**src/rtl/contador_bcd_pkg.sv**
```systemverilog
// contador_bcd_pkg
//   Shared definitions for the single-digit BCD counter slice.
//   - BCD_W / BCD_MAX : digit width and last decimal value before wrap.
//   - bcd_t / seg_t   : digit and 7-segment pattern types.
//   - SEG_0..SEG_9    : active-high segment patterns, bit order {g,f,e,d,c,b,a}.
//   - SEG_BLANK       : all segments off, shown for non-decimal codes.
//   - bcd_seg()       : digit-to-pattern lookup used by the decoder.
package contador_bcd_pkg;

  localparam int BCD_W   = 4;
  localparam int BCD_MAX = 9;

  typedef logic [BCD_W-1:0] bcd_t;
  typedef logic [6:0]       seg_t;

  //                            gfedcba
  localparam seg_t SEG_0     = 7'b0111111;
  localparam seg_t SEG_1     = 7'b0000110;
  localparam seg_t SEG_2     = 7'b1011011;
  localparam seg_t SEG_3     = 7'b1001111;
  localparam seg_t SEG_4     = 7'b1100110;
  localparam seg_t SEG_5     = 7'b1101101;
  localparam seg_t SEG_6     = 7'b1111101;
  localparam seg_t SEG_7     = 7'b0000111;
  localparam seg_t SEG_8     = 7'b1111111;
  localparam seg_t SEG_9     = 7'b1101111;
  localparam seg_t SEG_BLANK = 7'b0000000;

  // Codes 10..15 are not decimal digits; they render as a dark digit so a
  // corrupted counter is visible rather than showing a plausible number.
  function automatic seg_t bcd_seg(input bcd_t d);
    case (d)
      4'd0:    bcd_seg = SEG_0;
      4'd1:    bcd_seg = SEG_1;
      4'd2:    bcd_seg = SEG_2;
      4'd3:    bcd_seg = SEG_3;
      4'd4:    bcd_seg = SEG_4;
      4'd5:    bcd_seg = SEG_5;
      4'd6:    bcd_seg = SEG_6;
      4'd7:    bcd_seg = SEG_7;
      4'd8:    bcd_seg = SEG_8;
      4'd9:    bcd_seg = SEG_9;
      default: bcd_seg = SEG_BLANK;
    endcase
  endfunction

endpackage

```
**src/rtl/contador_bcd_bcd_to_7seg.sv**
```systemverilog
// bcd_to_7seg
//   Purely combinational BCD digit to 7-segment decoder.
//   Ports:
//     bcd  in  4  digit code 0..15
//     seg  out 7  segments {g,f,e,d,c,b,a}, active-high; blank for 10..15
module bcd_to_7seg
  import contador_bcd_pkg::*;
(
  input  bcd_t bcd,
  output seg_t seg
);

  always_comb begin
    seg = SEG_BLANK;
    seg = bcd_seg(bcd);
  end

endmodule

```
**src/rtl/contador_bcd.sv**
```systemverilog
// contador_bcd
//   Single-digit synchronous BCD up-counter (0..MAX_COUNT, then wraps to 0),
//   advanced only on rising clk edges where clk_en is high. tc lets digits be
//   cascaded: the next digit's clk_en is this digit's tc.
//   Optional build macro: CONTADOR_BCD_SEG7_EN adds the seg output with a
//   combinational 7-segment decode of sal.
//   Parameters:
//     MAX_COUNT  last value before wrap, legal 1..15 (default 9)
//     WIDTH      counter width, must be 4
//   Ports:
//     clk     in   1  rising-edge clock
//     rst     in   1  asynchronous, active-high reset (sal -> 0 immediately)
//     clk_en  in   1  count enable
//     sal     out  4  current count, registered
//     tc      out  1  clk_en && sal == MAX_COUNT (combinational)
//     seg     out  7  {g,f,e,d,c,b,a} active-high (CONTADOR_BCD_SEG7_EN only)
module contador_bcd
  import contador_bcd_pkg::*;
#(
  parameter int MAX_COUNT = BCD_MAX,
  parameter int WIDTH     = BCD_W
) (
  input  logic             clk,
  input  logic             rst,
  input  logic             clk_en,
  output logic [WIDTH-1:0] sal,
`ifdef CONTADOR_BCD_SEG7_EN
  output logic [6:0]       seg,
`endif
  output logic             tc
);

  // Configuration errors stop elaboration instead of building a bad counter.
  if (WIDTH != BCD_W) begin : g_bad_width
    $error("contador_bcd: WIDTH must be 4");
  end
  if (MAX_COUNT < 1 || MAX_COUNT > 15) begin : g_bad_max
    $error("contador_bcd: MAX_COUNT must be in 1..15");
  end

  localparam logic [WIDTH-1:0] MAX_V = WIDTH'(MAX_COUNT);

  // Declaration value gives a known zero at power-up even with no reset pulse.
  logic [WIDTH-1:0] cnt_q = '0;
  logic [WIDTH-1:0] cnt_d;
  logic             at_max;

  // ">=" rather than "==" folds the unreachable codes above MAX_COUNT back to
  // zero on the next enabled edge, so a corrupted value cannot persist.
  assign at_max = (cnt_q >= MAX_V);

  always_comb begin
    cnt_d = cnt_q;
    if (clk_en) cnt_d = at_max ? '0 : cnt_q + WIDTH'(1);
  end

  always_ff @(posedge clk or posedge rst) begin
    if (rst) cnt_q <= '0;
    else     cnt_q <= cnt_d;
  end

  assign sal = cnt_q;

  // Exact compare: an illegal code (above MAX_COUNT) wraps but is not a
  // genuine terminal count and must not ripple into the next digit.
  assign tc  = clk_en & (cnt_q == MAX_V);

`ifdef CONTADOR_BCD_SEG7_EN
  seg_t seg_w;

  bcd_to_7seg u_seg (
    .bcd (bcd_t'(cnt_q)),
    .seg (seg_w)
  );

  assign seg = seg_w;
`endif

endmodule

```
**config.mk**
```make
export PLATFORM = sky130hd
export DESIGN_NAME = contador_bcd
export DESIGN_NICKNAME = d
export VERILOG_FILES = /design/src/rtl/contador_bcd_pkg.sv /design/src/rtl/contador_bcd_bcd_to_7seg.sv /design/src/rtl/contador_bcd.sv
export SDC_FILE = /design/constraint.sdc
export NUM_CORES = 1
export LEC_CHECK = 0
export CORE_AREA = 2 2 39 41
export DETAILED_ROUTE_END_ITERATION = 8
export DIE_AREA = 0 0 41 43
export PLACE_DENSITY = 0.4
export REMOVE_ABC_BUFFERS = 1
export SLEW_MARGIN = 40
export SYNTH_ARGS = -nofsm -noshare
export SYNTH_HDL_FRONTEND = slang
export SYNTH_SLANG_ARGS = --single-unit
```
**constraint.sdc**
```tcl
create_clock -name clk -period 1.1 [get_ports clk]
set_input_delay 0.22 -clock clk [delete_from_list [all_inputs] [get_ports clk]]
set_output_delay 0.22 -clock clk [all_outputs]
set_load 0.01 [all_outputs]
```
==> metrics.txt, run 1 <==
outcome=finished with violations; failing checks=setup timing; most instantiated flip-flop cell in the synthesis netlist=sky130_fd_sc_hd__dfrtp_1; wire length per cell=11.05 um; number of flops mapped to enable cells by yosys=0; synthesized area per cell=10.34 um2; yosys synthesis warning count=0; power density normalized to cell area=2844 mW/mm2; number of buffer and inverter stages on the critical path=2; total of fill cells in the finished design=142; mean number of vias per cell=4.167; area share of the largest cell type after synthesis=42.11%; number of buffers created by CTS=3; slew at the pin closest to its max-slew limit=0.1780 ns; diode count=0; aggregate global-route resource usage=7.746%; Boundary Pins=8; standard cell core area=0.001384 mm2; ys async rst share=100.0%; number of instances in the synthesized netlist=23; crit path from=sal[1]$_DFFE_PP0P_; biggest area contributors in the synthesized netlist=sky130_fd_sc_hd__dfrtp_1, sky130_fd_sc_hd__ha_1, sky130_fd_sc_hd__inv_1; endpoints failing hold=0; Layout area overhead=109.5%; kind of end point of the critical path=output pin; final critical-path share of the clock period=119.4%; peak clock frequency supported by timing=761.4 MHz; share of final-layout standard cells stronger than drive strength 1=70.45%; pin count of the biggest net entering global routing=6; standard-cell row count=14; area after detailed placement=372.9 um2; CTS Sinks=4; sequential-to-total area share from yosys stat=42.11%; global-route wire length before repair=855 um; Design Area, Final=498.0 um2; antenna violations before repair=0; number of distinct library cells after synthesis=12; class of the most critical hold timing path=input port to asynchronous set/reset pin; root buffer selected by CTS=sky130_fd_sc_hd__clkbuf_4; crit path cell chain=inv_2, ha_4, and3_4, buf_6; element type at the critical path start=flop; min cycle time layout=1.313 ns; total detailed-routing wirelength=663 um; pins over their slew limit=0; ranking of synthesized cells by instance count=sky130_fd_sc_hd__dfrtp_1, sky130_fd_sc_hd__inv_1, sky130_fd_sc_hd__ha_1, sky130_fd_sc_hd__nor2_1, sky130_fd_sc_hd__o21ai_0; data required time at the worst endpoint=0.88 ns; CP peak stage delay=0.38 ns; width of the die=41 um; overall die area=0.001763 mm2; Critical R2R Launch=sal[0]$_DFFE_PP0P_; dominant cell type by area after synthesis=sky130_fd_sc_hd__dfrtp_1; final hold slack=0.1784 ns; placed wire-length estimate after detailed placement=443.9 um; DRC errors left=0; Leak=0.2324 nW; number of max-cap violations=0; Pre-Repair DR Iteration Count=2; final net count=52; setup skew after layout=0.001117 ns; initial cell density of the core=17.18%; cts hold-fix bufs=0; via count=250; Power Total=1.416 mW; final weighted congestion in routability-driven placement=0.5732; H-tree levels=1; worst-skew pair later-pin latency=0.23 ns; internal reg-to-reg setup slack=-0.20 ns; die outline height=43 um; Worst VDD drop=647.1 uV; RSZ-0062 raised after global routing=yes; Worst Reg2Reg Path Length in Cells=6; highest-delay cell along the critical path=sky130_fd_sc_hd__dfrtp_1; Remaining Overflow, GRT=0; #FFs+latches synth=4; Total Negative Setup Slacks=-0.8926 ns; largest fanout of any net on the critical path=3; Buffers on Ports=7; drt initial violations=1; clock tree from TritonCTS=done; DRT antenna net count=0; summed instance area of the synthesized netlist=237.7 um2; type of the worst setup path=flop to output pin; worst r2r dst=sal[1]$_DFFE_PP0P_; Finish-stage setup viols=6; vias in the first global route=235; Final Core Density=35.99%; gate family responsible for the most delay along the worst path=flip-flops; clock transition at the registers of the reported paths=0.03 ns; signal arrival time at the worst endpoint=1.09 ns; max FFs per register=4; slew margin rel.=87.79%; worst setup margin=-0.2134 ns; clock buffer depth=2
worst max path at each step:
stage / to / slack [ns] / depth (start not counted)
floorplan: sal[3]$_DFFE_PP0P_ / -0.1 / 3
global placement: tc / -0.65 / 4
detailed placement: tc / -0.67 / 4
CTS: tc / -0.22 / 4
global route: tc / -0.27 / 4
finish: tc / -0.21 / 4
layout make-up:
class | instances | area [um2] | share of cell area (%)
flip-flops and latches | 4 | 100.1 | 20.10
multi-input cells | 15 | 172.7 | 34.67
inverters | 4 | 17.52 | 3.518
well taps | 16 | 20.02 | 4.020
clock buffers | 3 | 22.52 | 4.523
repair buffers | 18 | 165.2 | 33.17
metal layers:
| metal | vias to the layer above | part of all wire [%] | GRT usage (%) |
|---|---|---|---|
| met5 | - | 0 | 0 |
| li1 | 123 | - | - |
| met4 | 0 | 0 | 8.000 |
| met3 | 0 | 3.9 | 3.141 |
| met1 | 122 | 38 | 6.796 |
| met2 | 5 | 58 | 11.88 |
cells in the final DEF, fill, tap and decap left out:
cell type                         count
sky130_fd_sc_hd__ha_4                 2
sky130_fd_sc_hd__and3_4               1
sky130_fd_sc_hd__ha_2                 1
sky130_fd_sc_hd__nor2_2               3
sky130_fd_sc_hd__inv_2                2
sky130_fd_sc_hd__buf_6                7
sky130_fd_sc_hd__and2b_2              1
sky130_fd_sc_hd__dlygate4sd2_1        1
sky130_fd_sc_hd__a32o_1               1
sky130_fd_sc_hd__a41oi_1              1
sky130_fd_sc_hd__clkbuf_4             3
sky130_fd_sc_hd__xnor2_1              1
sky130_fd_sc_hd__o311a_4              1
sky130_fd_sc_hd__dfrtp_1              4
sky130_fd_sc_hd__mux2i_1              1
sky130_fd_sc_hd__o21ai_0              1
sky130_fd_sc_hd__buf_4                9
sky130_fd_sc_hd__inv_4                1
sky130_fd_sc_hd__o21ai_1              1
sky130_fd_sc_hd__clkdlybuf4s50_1      1
sky130_fd_sc_hd__inv_1                1
per-stage QoR:
stage               setup WS [ns]  cells
finish                    -0.2134     60
global route              -0.2656     60
CTS                       -0.2197     57
detailed placement        -0.6668     52
global placement          -0.6547     52
floorplan                -0.09978     23
logic make-up (layout without fill, tap and decap cells):
family          after synthesis  count (layout)  share of synthesized area [%]
fa+ha+maj                     3               3                          15.79
mux                           1               1                          4.211
compound gates                5               5                          16.32
buf+inv                       4              25                          6.314
simple gates                  5               5                          11.58
flops                         4               4                          42.11
xor+xnor                      1               1                          3.685
where the power goes:
part | internal, mW | total (mW) | switching (mW)
Combinational | 0.561 | 0.972 | 0.410
Clock | 0.121 | 0.172 | 0.0505
Sequential | 0.219 | 0.273 | 0.0534
Total | 0.902 | 1.42 | 0.514
what timing repair did:
item                       in CTS  in global routing
pin swaps                       3                  6
resized for setup              26                 19
cloned                          0                  0
setup endpoints to repair       9                  9
setup buffers                   2                  6
Power figures use the tool's default switching activity.
==> inputs of run 2 (changes only) <==
--- a/config.mk
+++ b/config.mk
@@ -5,10 +5,12 @@
 export SDC_FILE = /design/constraint.sdc
 export NUM_CORES = 1
 export LEC_CHECK = 0
+export CELL_PAD_IN_SITES_DETAIL_PLACEMENT = 0
+export CELL_PAD_IN_SITES_GLOBAL_PLACEMENT = 1
 export CORE_AREA = 2 2 39 41
 export DETAILED_ROUTE_END_ITERATION = 8
 export DIE_AREA = 0 0 41 43
-export PLACE_DENSITY = 0.4
+export PLACE_DENSITY = 0.49
 export REMOVE_ABC_BUFFERS = 1
 export SLEW_MARGIN = 40
 export SYNTH_ARGS = -nofsm -noshare
==> run 2 against run 1 <==
Compared with the run above:
- the run still ends with setup timing left
- first-iteration DRC count rose by 100%
- utilization rose by 3.1 points
- sequential share of layout area fell by 1.6 points
- clock power barely moved
- setup slack got worse by 0.048 ns
- non-clock buffer count rose by 1
- largest cell class unchanged
==> metrics.txt, run 2 (synthesized netlist as in run 1, its figures left out) <==
outcome=finished with violations; failing checks=setup timing; number of cells in the finished layout apart from fillers=61 (+1.7%); worst-skew pair later-pin latency=0.23 ns (about the same); Worst Reg2Reg Path Length in Cells=5 (-1); clock transition at the registers of the reported paths=0.04 ns (about the same); Buffers on Ports=7 (unchanged); final critical-path share of the clock period=123.7% (+4.3 points); H-tree levels=1 (unchanged); class of the most critical hold timing path=input port to asynchronous set/reset pin; number of buffer and inverter stages on the critical path=2 (unchanged); Leak=0.2458 nW (+5.8%); initial cell density of the core=17.18% (unchanged); total detailed-routing wirelength=695 um (+4.8%); wire length per cell=11.39 um (+3.1%); endpoints failing hold=0 (unchanged); via count=256 (+2.4%); antenna violations before repair=0 (unchanged); Remaining Overflow, GRT=0 (unchanged); vias in the first global route=277 (+18%); Finish-stage setup viols=5 (-1); standard-cell row count=14 (unchanged); dpl cells=53 (+1.9%); highest-delay cell along the critical path=sky130_fd_sc_hd__dfrtp_1; CP peak stage delay=0.39 ns (about the same); diode count=0 (unchanged); Boundary Pins=8 (unchanged); number of buffers created by CTS=3 (unchanged); clock buffer depth=2 (unchanged); root buffer selected by CTS=sky130_fd_sc_hd__clkbuf_4; drt initial violations=2 (+1); most frequent CP cell=sky130_fd_sc_hd__buf_6; setup skew after layout=0.001671 ns (+0.0005547 ns); clock tree from TritonCTS=done; placed wire-length estimate after detailed placement=469.1 um (+5.7%); RSZ-0062 raised after global routing=yes; final weighted congestion in routability-driven placement=0.7154 (+25%); pin count of the biggest net entering global routing=6 (unchanged); gate family responsible for the most delay along the worst path=flip-flops; overall die area=0.001763 mm2 (unchanged); type of the worst setup path=flop to output pin; DRC errors left=0 (unchanged); cts hold-fix bufs=0 (unchanged); data required time at the worst endpoint=0.88 ns (about the same); CTS Sinks=4 (unchanged); total of fill cells in the finished design=140 (-1.4%); Worst VDD drop=923.9 uV (+43%); die outline height=43 um (unchanged); aggregate global-route resource usage=9.375% (+1.6 points); signal arrival time at the worst endpoint=1.14 ns (+0.05 ns); most common cell after layout, fill and taps aside=sky130_fd_sc_hd__buf_6; number of max-cap violations=0 (unchanged); width of the die=41 um (unchanged); internal reg-to-reg setup slack=-0.20 ns (about the same); Layout area overhead=127.4%; largest fanout of any net on the critical path=2 (-1); pins over their slew limit=0 (unchanged); share of final-layout standard cells stronger than drive strength 1=75.56% (+5.1 points); max FFs per register=4 (unchanged); DRT antenna net count=0 (unchanged); Critical R2R Launch=sal[0]$_DFFE_PP0P_; mean number of vias per cell=4.197 (+0.72%); element type at the critical path start=flop; slew margin rel.=86.96% (-0.83 points); standard cell core area=0.001384 mm2 (unchanged); Power Total=1.572 mW (+11%); min cycle time layout=1.361 ns (+0.04776 ns); global-route wire length before repair=1076 um (+26%); top library cells by usage in the layout, fill and taps aside=sky130_fd_sc_hd__buf_6, sky130_fd_sc_hd__buf_4, sky130_fd_sc_hd__dfrtp_1; Pre-Repair DR Iteration Count=2 (unchanged); worst r2r dst=sal[1]$_DFFE_PP0P_; worst setup margin=-0.2612 ns (-0.04776 ns); power density normalized to cell area=2908 mW/mm2 (+2.2%); peak clock frequency supported by timing=734.6 MHz (-3.5%); final hold slack=0.1734 ns (-0.005042 ns); crit path cell chain=buf_6, ha_4, and3_4, buf_6; final net count=53 (+1.9%); kind of end point of the critical path=output pin; slew at the pin closest to its max-slew limit=0.1930 ns (+0.01500 ns)
[run 2: what timing repair did]
item	CTS	global route
resized for setup	26	26
setup endpoints to repair	9	9
pin swaps	2	7
buffers inserted	2	3
[run 2: area by class of cell]
| type | count | area (um2) | area share [%] |
|---|---|---|---|
| Multi-Input combinational cell | 15 | 190.2 | 35.19 |
| Timing Repair Buffer | 19 | 187.7 | 34.72 |
| Sequential cell | 4 | 100.1 | 18.52 |
| Clock buffer | 3 | 22.52 | 4.167 |
| Inverter | 4 | 20.02 | 3.704 |
| Tap cell | 16 | 20.02 | 3.704 |
[run 2: worst reg2reg max path: stages, from the launching register on]
cell	delay [ns]
sky130_fd_sc_hd__dfrtp_1	0.39
sky130_fd_sc_hd__buf_6	0.13
sky130_fd_sc_hd__ha_4	0.15
sky130_fd_sc_hd__buf_4	0.13
sky130_fd_sc_hd__o311a_4	0.33
sky130_fd_sc_hd__nor2_2	0.11
[run 2: report_power, final]
part           internal, mW  switching (mW)  total [mW]
combinational         0.654           0.472        1.13
sequential            0.219          0.0514       0.271
clock                 0.122          0.0533       0.175
[run 2: worst max-delay path by stage]
stage                             startpoint                 end  slack [ns]  cells after the start
after detailed placement              clk_en                  tc       -0.66                      4
after CTS                 sal[2]$_DFFE_PP0P_                  tc       -0.22                      3
after global placement                clk_en                  tc       -0.65                      4
after global routing      sal[0]$_DFFE_PP0P_                  tc       -0.30                      4
final                     sal[0]$_DFFE_PP0P_                  tc       -0.26                      4
after floorplan           sal[0]$_DFFE_PP0P_  sal[3]$_DFFE_PP0P_        -0.1                      3
[run 2: metal layers]
metal / up-vias / wire length [um] / track usage (%)
met2: 5 / 407 / 14.37
met1: 125 / 257 / 9.446
met3: 0 / 30 / 3.141
li1: 126 / - / -
met4: 0 / 0 / 8.000
met5: - / 0 / 0
[run 2: through the flow]
step                      setup WS [ns]  setup TNS (ns)  cell area (um2)  utilization [%]
after global placement          -0.6500          -1.733            380.4            27.49
after global routing            -0.2970          -1.086            540.5            39.06
after floorplan                -0.09978         -0.3946            237.7                -
after CTS                       -0.2222          -1.233            426.7            30.83
final                           -0.2612         -0.8882            540.5            39.06
after detailed placement        -0.6593          -1.785            380.4            27.49
